<file path="config.mk">
export PLATFORM = sky130hd
export DESIGN_NAME = seg_serial_rx
export DESIGN_NICKNAME = d
export VERILOG_FILES = /design/src/rtl/seg_serial_rx_pkg.sv /design/src/rtl/seg_serial_rx_sync_edge.sv /design/src/rtl/seg_serial_rx.sv
export SDC_FILE = /design/constraint.sdc
export NUM_CORES = 1
export LEC_CHECK = 0
export BUFFER_PORTS_ARGS = -buffer_cell sky130_fd_sc_hd__buf_2
export CORE_UTILIZATION = 57
export CTS_CLUSTER_DIAMETER = 50
export DETAILED_ROUTE_END_ITERATION = 8
export GPL_TIMING_DRIVEN = 0
export PLACE_DENSITY = 0.79
export SETUP_SLACK_MARGIN = 0.02
export SYNTH_ARGS = -nofsm -noshare
export SYNTH_HDL_FRONTEND = slang
export SYNTH_SLANG_ARGS = --single-unit
</file>
<file path="constraint.sdc">
create_clock -name clk -period 3.45 [get_ports clk]
set_input_delay 0.69 -clock clk [delete_from_list [all_inputs] [get_ports clk]]
set_output_delay 0.69 -clock clk [all_outputs]
set_load 0.1 [all_outputs]
</file>
<file path="src/rtl/seg_serial_rx_pkg.sv">
// Shared types and constants for the serial display-protocol receiver.
// Frame widths match the 7-segment (8 digits x 8 segments) and LED chains.
package seg_serial_rx_pkg;

    typedef enum logic [1:0] {
        IDLE  = 2'd0,
        SHIFT = 2'd1,
        HOLD  = 2'd2
    } rx_state_t;

    localparam int SEG_FRAME_W = 64;
    localparam int LED_FRAME_W = 16;

endpackage

</file>
<file path="src/rtl/seg_serial_rx_sync_edge.sv">
// Multi-flop synchronizer for one asynchronous wire, with a delayed level
// and a single-cycle rise strobe derived from the synchronized value.
module sync_edge #(
    parameter int SYNC_STAGES = 2
) (
    input  logic clk,
    input  logic rstn,
    input  logic din,
    output logic level,
    output logic rise
);

    logic [SYNC_STAGES-1:0] chain;
    logic                   prev;

    always_ff @(posedge clk) begin
        if (!rstn) begin
            chain <= '0;
            prev  <= 1'b0;
        end else begin
            chain <= {chain[SYNC_STAGES-2:0], din};
            prev  <= chain[SYNC_STAGES-1];
        end
    end

    assign level = chain[SYNC_STAGES-1];
    assign rise  = level & ~prev;

endmodule

</file>
<file path="src/rtl/seg_serial_rx.sv">
// Deserializer for the shift-clock / data / latch / clear display protocol.
// Oversamples the wires with clk and publishes each well-formed MSB-first frame.
//
// state | meaning
// IDLE  | no bits held, bit_cnt = 0
// SHIFT | collecting bits, 1 <= bit_cnt <= FRAME_W+1
// HOLD  | frame just latched, waiting for s_pen to drop
module seg_serial_rx
    import seg_serial_rx_pkg::*;
#(
    parameter int FRAME_W     = SEG_FRAME_W,
    parameter int SYNC_STAGES = 2,
    parameter int CNT_W       = 16
) (
    input  logic                          clk,
    input  logic                          RSTN,
    input  logic                          s_clk,
    input  logic                          s_sout,
    input  logic                          s_pen,
    input  logic                          s_clrn,
    output logic [FRAME_W-1:0]            frame,
    output logic                          frame_valid,
    output logic [CNT_W-1:0]              frame_cnt,
    output logic                          err_len,
    output logic                          err_sticky,
    output logic                          busy,
    output logic [$clog2(FRAME_W+2)-1:0]  bit_cnt
);

    localparam int BC_W = $clog2(FRAME_W + 2);
    localparam logic [BC_W-1:0] BC_FULL = BC_W'(FRAME_W);
    localparam logic [BC_W-1:0] BC_MAX  = BC_W'(FRAME_W + 1);

    logic clk_level_unused;
    logic clk_rise;
    logic pen_level;
    logic pen_rise;
    logic clrn_level;
    logic clrn_rise_unused;

    sync_edge #(.SYNC_STAGES(SYNC_STAGES)) u_sync_clk (
        .clk   (clk),
        .rstn  (RSTN),
        .din   (s_clk),
        .level (clk_level_unused),
        .rise  (clk_rise)
    );

    sync_edge #(.SYNC_STAGES(SYNC_STAGES)) u_sync_pen (
        .clk   (clk),
        .rstn  (RSTN),
        .din   (s_pen),
        .level (pen_level),
        .rise  (pen_rise)
    );

    sync_edge #(.SYNC_STAGES(SYNC_STAGES)) u_sync_clrn (
        .clk   (clk),
        .rstn  (RSTN),
        .din   (s_clrn),
        .level (clrn_level),
        .rise  (clrn_rise_unused)
    );

    // Data gets the same depth as s_clk so the sampled bit lines up with its rise.
    logic [SYNC_STAGES-1:0] sout_chain;
    logic                   sout_level;

    always_ff @(posedge clk) begin
        if (!RSTN) sout_chain <= '0;
        else       sout_chain <= {sout_chain[SYNC_STAGES-2:0], s_sout};
    end

    assign sout_level = sout_chain[SYNC_STAGES-1];

    rx_state_t          state, state_nxt;
    logic [FRAME_W-1:0] shreg, shreg_nxt;
    logic [BC_W-1:0]    bit_cnt_nxt;
    logic [FRAME_W-1:0] frame_nxt;
    logic [CNT_W-1:0]   frame_cnt_nxt;
    logic               valid_nxt;
    logic               err_nxt;
    logic               sticky_nxt;

    always_ff @(posedge clk) begin
        if (!RSTN) begin
            state       <= IDLE;
            shreg       <= '0;
            bit_cnt     <= '0;
            frame       <= '0;
            frame_cnt   <= '0;
            frame_valid <= 1'b0;
            err_len     <= 1'b0;
            err_sticky  <= 1'b0;
        end else begin
            state       <= state_nxt;
            shreg       <= shreg_nxt;
            bit_cnt     <= bit_cnt_nxt;
            frame       <= frame_nxt;
            frame_cnt   <= frame_cnt_nxt;
            frame_valid <= valid_nxt;
            err_len     <= err_nxt;
            err_sticky  <= sticky_nxt;
        end
    end

    always_comb begin
        state_nxt     = state;
        shreg_nxt     = shreg;
        bit_cnt_nxt   = bit_cnt;
        frame_nxt     = frame;
        frame_cnt_nxt = frame_cnt;
        valid_nxt     = 1'b0;
        err_nxt       = 1'b0;
        sticky_nxt    = err_sticky;

        if (!clrn_level) begin
            state_nxt   = IDLE;
            shreg_nxt   = '0;
            bit_cnt_nxt = '0;
        end else begin
            if (clk_rise) begin
                shreg_nxt   = {shreg[FRAME_W-2:0], sout_level};
                bit_cnt_nxt = (bit_cnt == BC_MAX) ? BC_MAX : bit_cnt + 1'b1;
                state_nxt   = SHIFT;
            end

            // Latch decision sees the count after any same-cycle shift.
            if (pen_rise && state_nxt == SHIFT) begin
                if (bit_cnt_nxt == BC_FULL) begin
                    frame_nxt     = shreg_nxt;
                    frame_cnt_nxt = frame_cnt + 1'b1;
                    valid_nxt     = 1'b1;
                end else begin
                    err_nxt    = 1'b1;
                    sticky_nxt = 1'b1;
                end
                bit_cnt_nxt = '0;
                state_nxt   = HOLD;
            end else if (state == HOLD && !clk_rise && !pen_level) begin
                state_nxt = IDLE;
            end
        end
    end

    assign busy = (bit_cnt != '0);

endmodule

</file>
---- Word-level counts from Yosys, hierarchy flattened ----
Index checks and enable logic that the tools add are counted.
storage, ports and cells
  register bits after elaboration ......... 166
  input port bits ......................... 6
  word-level logic and storage cells ...... 50
cells by class
  add/sub/neg operators ................... 2
  equality and inequality tests ........... 4
  multiplexer cells ....................... 10
  bitwise gates (word level) .............. 7
  reductions and logical operators ........ 12
operators by type and width
  operator                 number
  $mux W64                 1
  $mux W7                  3
  $add A16 B1 Y16 const B  1
  $eq A7 B7 Y1 const B     2
  $reduce_and A3 Y1        3
  $mux W2                  4
  $add A7 B1 Y7 const B    1
  $reduce_bool A7 Y1       1
  $not A1 Y1               5
  $reduce_or A4 Y1         1
  $logic_and A1 B1 Y1      3
  $reduce_or A3 Y1         1
  $and A1 B1 Y1            2
  $eq A2 B1 Y1 const B     1
  $eq A2 B2 Y1 const B     1
  $logic_not A1 Y1         2
  $mux W1                  2
  $reduce_and A2 Y1        1

---- Logic depth before layout (Yosys ltp) ----
  depth in word-level cells ............... 7
  mapped depth ............................ 10
  mapped depth without buffers ............ 7

---- Hierarchy ----
Synthesis repeated with hierarchy kept, for this count alone.
second synthesis, totals
  cell total of the unflattened synthesis .. 698
  area, all modules ....................... 6572.6 sq um
by module, submodules not included
  module         times used  cells an instance  area an instance (sq um)  sequential area each (sq um)
  seg_serial_rx  1           677                6294.8                    3163.0
  sync_edge      3           7                  92.6                      60.1

---- Worst setup path before layout ----
Ideal clock, no wire load.
  path type ............................... register to register
  start ................................... reg bit_cnt[1]
  end ..................................... reg frame_cnt[0]
  arrival ................................. 3.196 ns
  required time ........................... 3.328 ns
  setup slack ............................. 0.133 ns
  stages on the path, launching flop included .. 11
  path buffers ............................ 3
  cell sequence ........................... dfxtp_1 inv_1 ha_1 nor3b_1 a2111oi_0 o311ai_1 or4b_1 clkbuf_1 buf_6 buf_6 mux2i_1
between the ends
  longest elaborated chain between the ends .. 6
ends and longest elaborated chain
  item                                                  RTL line              source
  start, declared                                       seg_serial_rx.sv:27   output logic [$clog2(FRAME_W+2)-1:0] bit_cnt
  start signal, assigned                                seg_serial_rx.sv:98   bit_cnt <= bit_cnt_nxt;
  $add A7 B1 Y7 / $eq A7 B7 Y1 (equally long branches)  seg_serial_rx.sv:124  bit_cnt_nxt = (bit_cnt == BC_MAX) ? BC_MAX : bit_cnt + 1'b1;
  $mux W7                                               seg_serial_rx.sv:124
  $mux W7 *                                             seg_serial_rx.sv:122  if (clk_rise) begin
  $mux W7 *                                             seg_serial_rx.sv:117  if (!clrn_level) begin
  $eq A7 B7 Y1 *                                        seg_serial_rx.sv:130  if (bit_cnt_nxt == BC_FULL) begin
  $reduce_and A3 Y1 (no source line) *                  --
  end signal, assigned                                  seg_serial_rx.sv:100  frame_cnt <= frame_cnt_nxt;
  end, declared                                         seg_serial_rx.sv:23   output logic [CNT_W-1:0] frame_cnt,
Mark *: on every way between the ends. The rest lies on a longest branch, timed or not. The select of a mux whose other input is x is not followed.
A chain may end at the register's enable or synchronous reset.

---- Final worst setup path ----
  start ................................... reg bit_cnt[0]
  end ..................................... reg frame[44]
between the ends
  longest elaborated chain between the ends .. 6
ends and longest elaborated chain
  item                                                  RTL line              source
  $add A7 B1 Y7 / $eq A7 B7 Y1 (equally long branches)  seg_serial_rx.sv:124
  $mux W7                                               seg_serial_rx.sv:124
  $mux W7 *                                             seg_serial_rx.sv:122
  $mux W7 *                                             seg_serial_rx.sv:117
  $eq A7 B7 Y1 *                                        seg_serial_rx.sv:130
  $reduce_and A3 Y1 (no source line) *                  --
  end signal, assigned                                  seg_serial_rx.sv:99   frame <= frame_nxt;
  end, declared                                         seg_serial_rx.sv:21   output logic [FRAME_W-1:0] frame,
Marks and branches as above.

==> flow_summary_export.csv <==
group,metric,value,unit
clock_network,cts.sink_count,166,
synth,synth_ff_type,"dfxtp_1",
clock_network,numCtsBuffers,17,
floorplanning,placementRows,39,
synth,yosysSeqAreaShare,49.2,%
synth,synth_common_cells,"nand2_1, dfxtp_1, mux2i_1, a21oi_1, a21o_1",
sta,rsz0062_at_grt,"false",
setup_path,reg2reg_slack,0.32,ns
sta,finalHoldViolCount,0,
finish,final_area,0.00806,sq mm
routing,first_pass_iters,5,
sta,fmax,0.320,GHz
setup_path,cp-end-kind,"register",
pwr,powerDensity,503,mW/mm^2
placement,preCtsSetupSlack,0.486,ns
clock_network,cts_tree,"done",
grt,grt_max_degree,17,
setup_path,worstPathMaxFanout,10,
synth,synth_top_area_share,49.2,%
finish,drive_gt1_share,14.7,%
setup_path,required,3.79,ns
grt,overflow,0,
synth,synthCells,793,
grt,grt_util_all_layers,26.6,%
clock_network,clk_latency,0.43,ns
routing,wl,15700,um
routing,drc,0,
pwr,p_sw_share,20.8,%
pwr,p_seq_share,47.5,%
grt,grt_pass1_wl,26300,um
pwr,power,0.00405,W
sta,min_period,3.13,ns
pwr,p_clk_share,50.2,%
sta,min_period_over_period,90.7,%
sta,setup_viol,0,
placement,port_buffers,96,
sta,drv_slew,0,
placement,gp_congestion,0.914,
sta,hold_slack,0.439,ns
finish,final_net_count,918,
floorplanning,die_x,111,um
sta,fin_ws,0.320,ns
pwr,p_int,0.00321,W
sta,finClkSkew,0.00723,ns
finish,antenna_cells,0,
clock_network,holdBufCountCts,0,
synth,synth.avg_cell_area,8.52,sq um
routing,vias,5926,
grt,grt_pass1_vias,5683,
placement,place_hpwl,11000,um
clock_network,clk_path_buf_depth,2,
routing,wl_per_cell,14.8,um
floorplanning,start_util,58.9,%
setup_path,start_kind,"register",
floorplanning,io_pins,97,
setup_path,crit_type,"register to register",
pwr,p_leak,3.51,nW
synth,ys_ff_latch,166,
floorplanning,die_y,111,um
sta,slew_headroom,43.8,%
synth,syn_nets,803,
setup_path,startpoint,"bit_cnt[0]$_SDFF_PP0_",
sta,fin_tns_setup,0,ns
setup_path,critPathArrivalTime,3.47,ns
pwr,peakVddDrop,0.369,mV
setup_path,r2r-start,"bit_cnt[0]$_SDFF_PP0_",
grt,antenna_found_initial,0,
flow_run,max_cap_viol_count,0,
sta,worst_pin_slew,0.830,ns
pwr,switchingPower,0.000844,W
finish,area_growth,19.3,%
placement,postPlaceCellArea,0.00741,sq mm
clock_network,cts.repair.resized,0,
routing,drtIter0Drc,366,
routing,postRouteAntennaNets,0,
synth,syn_area,0.00675,sq mm
setup_path,reg2reg_depth,8,
synth,yosysTopAreaCell,"dfxtp_1",
routing,routed_via_density,5.57,
setup_path,crit-reg2reg-capture,"frame[44]$_SDFFE_PN0P_",
synth,synth_edf_count,0,
synth,synthTopCellsByArea,"dfxtp_1, nand2_1, mux2i_1",
synth,synth.most_common_cell,"nand2_1",
pwr,p_comb_share,2.3,%
clock_network,h-tree-depth,4,
floorplanning,die_area,0.0123,sq mm
clock_network,cts_root_buf,"clkbuf_16",
synth,synth.distinct_cells,37,
hold_path,hold_class,"register to register",
setup_path,crit_end,"frame[44]$_SDFFE_PN0P_",
synth,async_flop_share,0,%
clock_network,post_cts_buffers,0,
clock_network,clkTransAtPathRegs,0.07,ns
run_status,status,"complete, no violations",
synth,yosysWarnings,0,
floorplanning,core_area,0.0115,sq mm
[critical path, stage by stage, from the launching register on]
cell and delay [ns]:
dfxtp_1 0.44, ha_1 0.19, nor3b_1 0.32, a2111oi_0 0.19, o311ai_1 0.77, or4b_1 0.24, clkbuf_1 0.23, buf_2 0.37
mux2i_1 0.28
[placed cells by master (no fill, tap or decap), types with 4 or more instances in the layout]
master,count
buf_1,4
nand2b_1,19
nand3_1,11
and2_1,14
nand2_1,264
nor4_1,13
buf_2,99
inv_1,5
clkbuf_16,17
ha_1,4
nor3_1,6
clkbuf_1,41
a21o_1,44
dfxtp_1,166
a21oi_1,67
nand4_1,4
mux2i_1,81
bufinv_16,4
nor2_1,13
buf_6,4
[layout make-up]
| type | count | area (sq um) |
|---|---|---|
| Inverter | 6 | 22.5 |
| Tap cell | 143 | 179 |
| Timing Repair Buffer | 96 | 480 |
| Clock buffer | 21 | 470 |
| Fill cell | 880 | 3410 |
| Multi-Input combinational cell | 570 | 3180 |
| Clock inverter | 11 | 171 |
| Sequential cell | 166 | 3320 |
| Buffer | 51 | 225 |
[state kept, by name (all words and copies together) (netlist names)]
register           count
frame                 64
shreg                 64
err_len                1
err_sticky             1
u_sync_clk.prev        1
sout_chain             2
state                  2
u_sync_clrn.chain      2
u_sync_pen.chain       2
u_sync_pen.prev        1
u_sync_clk.chain       2
bit_cnt                7
frame_valid            1
frame_cnt             16
[through the flow]
stage          utilization, %  std cells
2_1_floorplan               -        793
3_3_place_gp             64.6       1032
3_5_place_dp             64.6       1032
4_1_cts                  70.2       1064
5_1_grt                  70.2       1064
6_report                 70.2       1064
[how the worst min path moves through the flow]
stage,from,endpoint,slack [ns],cells past startpoint
finish,u_sync_clrn.chain[0]$_SDFF_PN0_,u_sync_clrn.chain[1]$_SDFF_PN0_,0.44,1
global placement,u_sync_clk.chain[0]$_SDFF_PN0_,u_sync_clk.chain[1]$_SDFF_PN0_,0.42,1
floorplan,sout_chain[0]$_SDFF_PN0_,sout_chain[1]$_SDFF_PN0_,0.41,1
CTS,u_sync_clrn.chain[0]$_SDFF_PN0_,u_sync_clrn.chain[1]$_SDFF_PN0_,0.44,1
global route,u_sync_clrn.chain[0]$_SDFF_PN0_,u_sync_clrn.chain[1]$_SDFF_PN0_,0.45,1
detailed placement,u_sync_clrn.chain[0]$_SDFF_PN0_,u_sync_clrn.chain[1]$_SDFF_PN0_,0.43,1
[logic make-up after synthesis]
| logic type | count (synthesis) | synth area share, % |
|---|---|---|
| adders and majority gates | 4 | 0.741 |
| AOI/OAI and AO/OA | 121 | 10.9 |
| DFF | 166 | 49.2 |
| muxes | 81 | 12.0 |
| buffers and inverters | 57 | 3.67 |
| xor gates and xnor gates | 3 | 0.389 |
| and+or+nand+nor | 361 | 23.1 |
[power groups by stage]
stage	Combinational, W	Sequential, W	Clock [W]
2_1_floorplan	0.0000605	0.00197	0
4_1_cts	0.0000930	0.00192	0.00205
3_3_place_gp	0.0000894	0.00197	0
5_1_grt	0.000103	0.00192	0.00215
6_report	0.0000933	0.00192	0.00204
3_5_place_dp	0.0000919	0.00197	0
[metal layers]
| metal | global-route usage [%] | routed length (um) |
|---|---|---|
| met3 | 6.83 | 886 |
| met5 | 0 | 0 |
| met2 | 46.2 | 7840 |
| met4 | 10.4 | 293 |
| met1 | 31.4 | 6720 |
No activity file was read; power rests on OpenSTA's default activity.
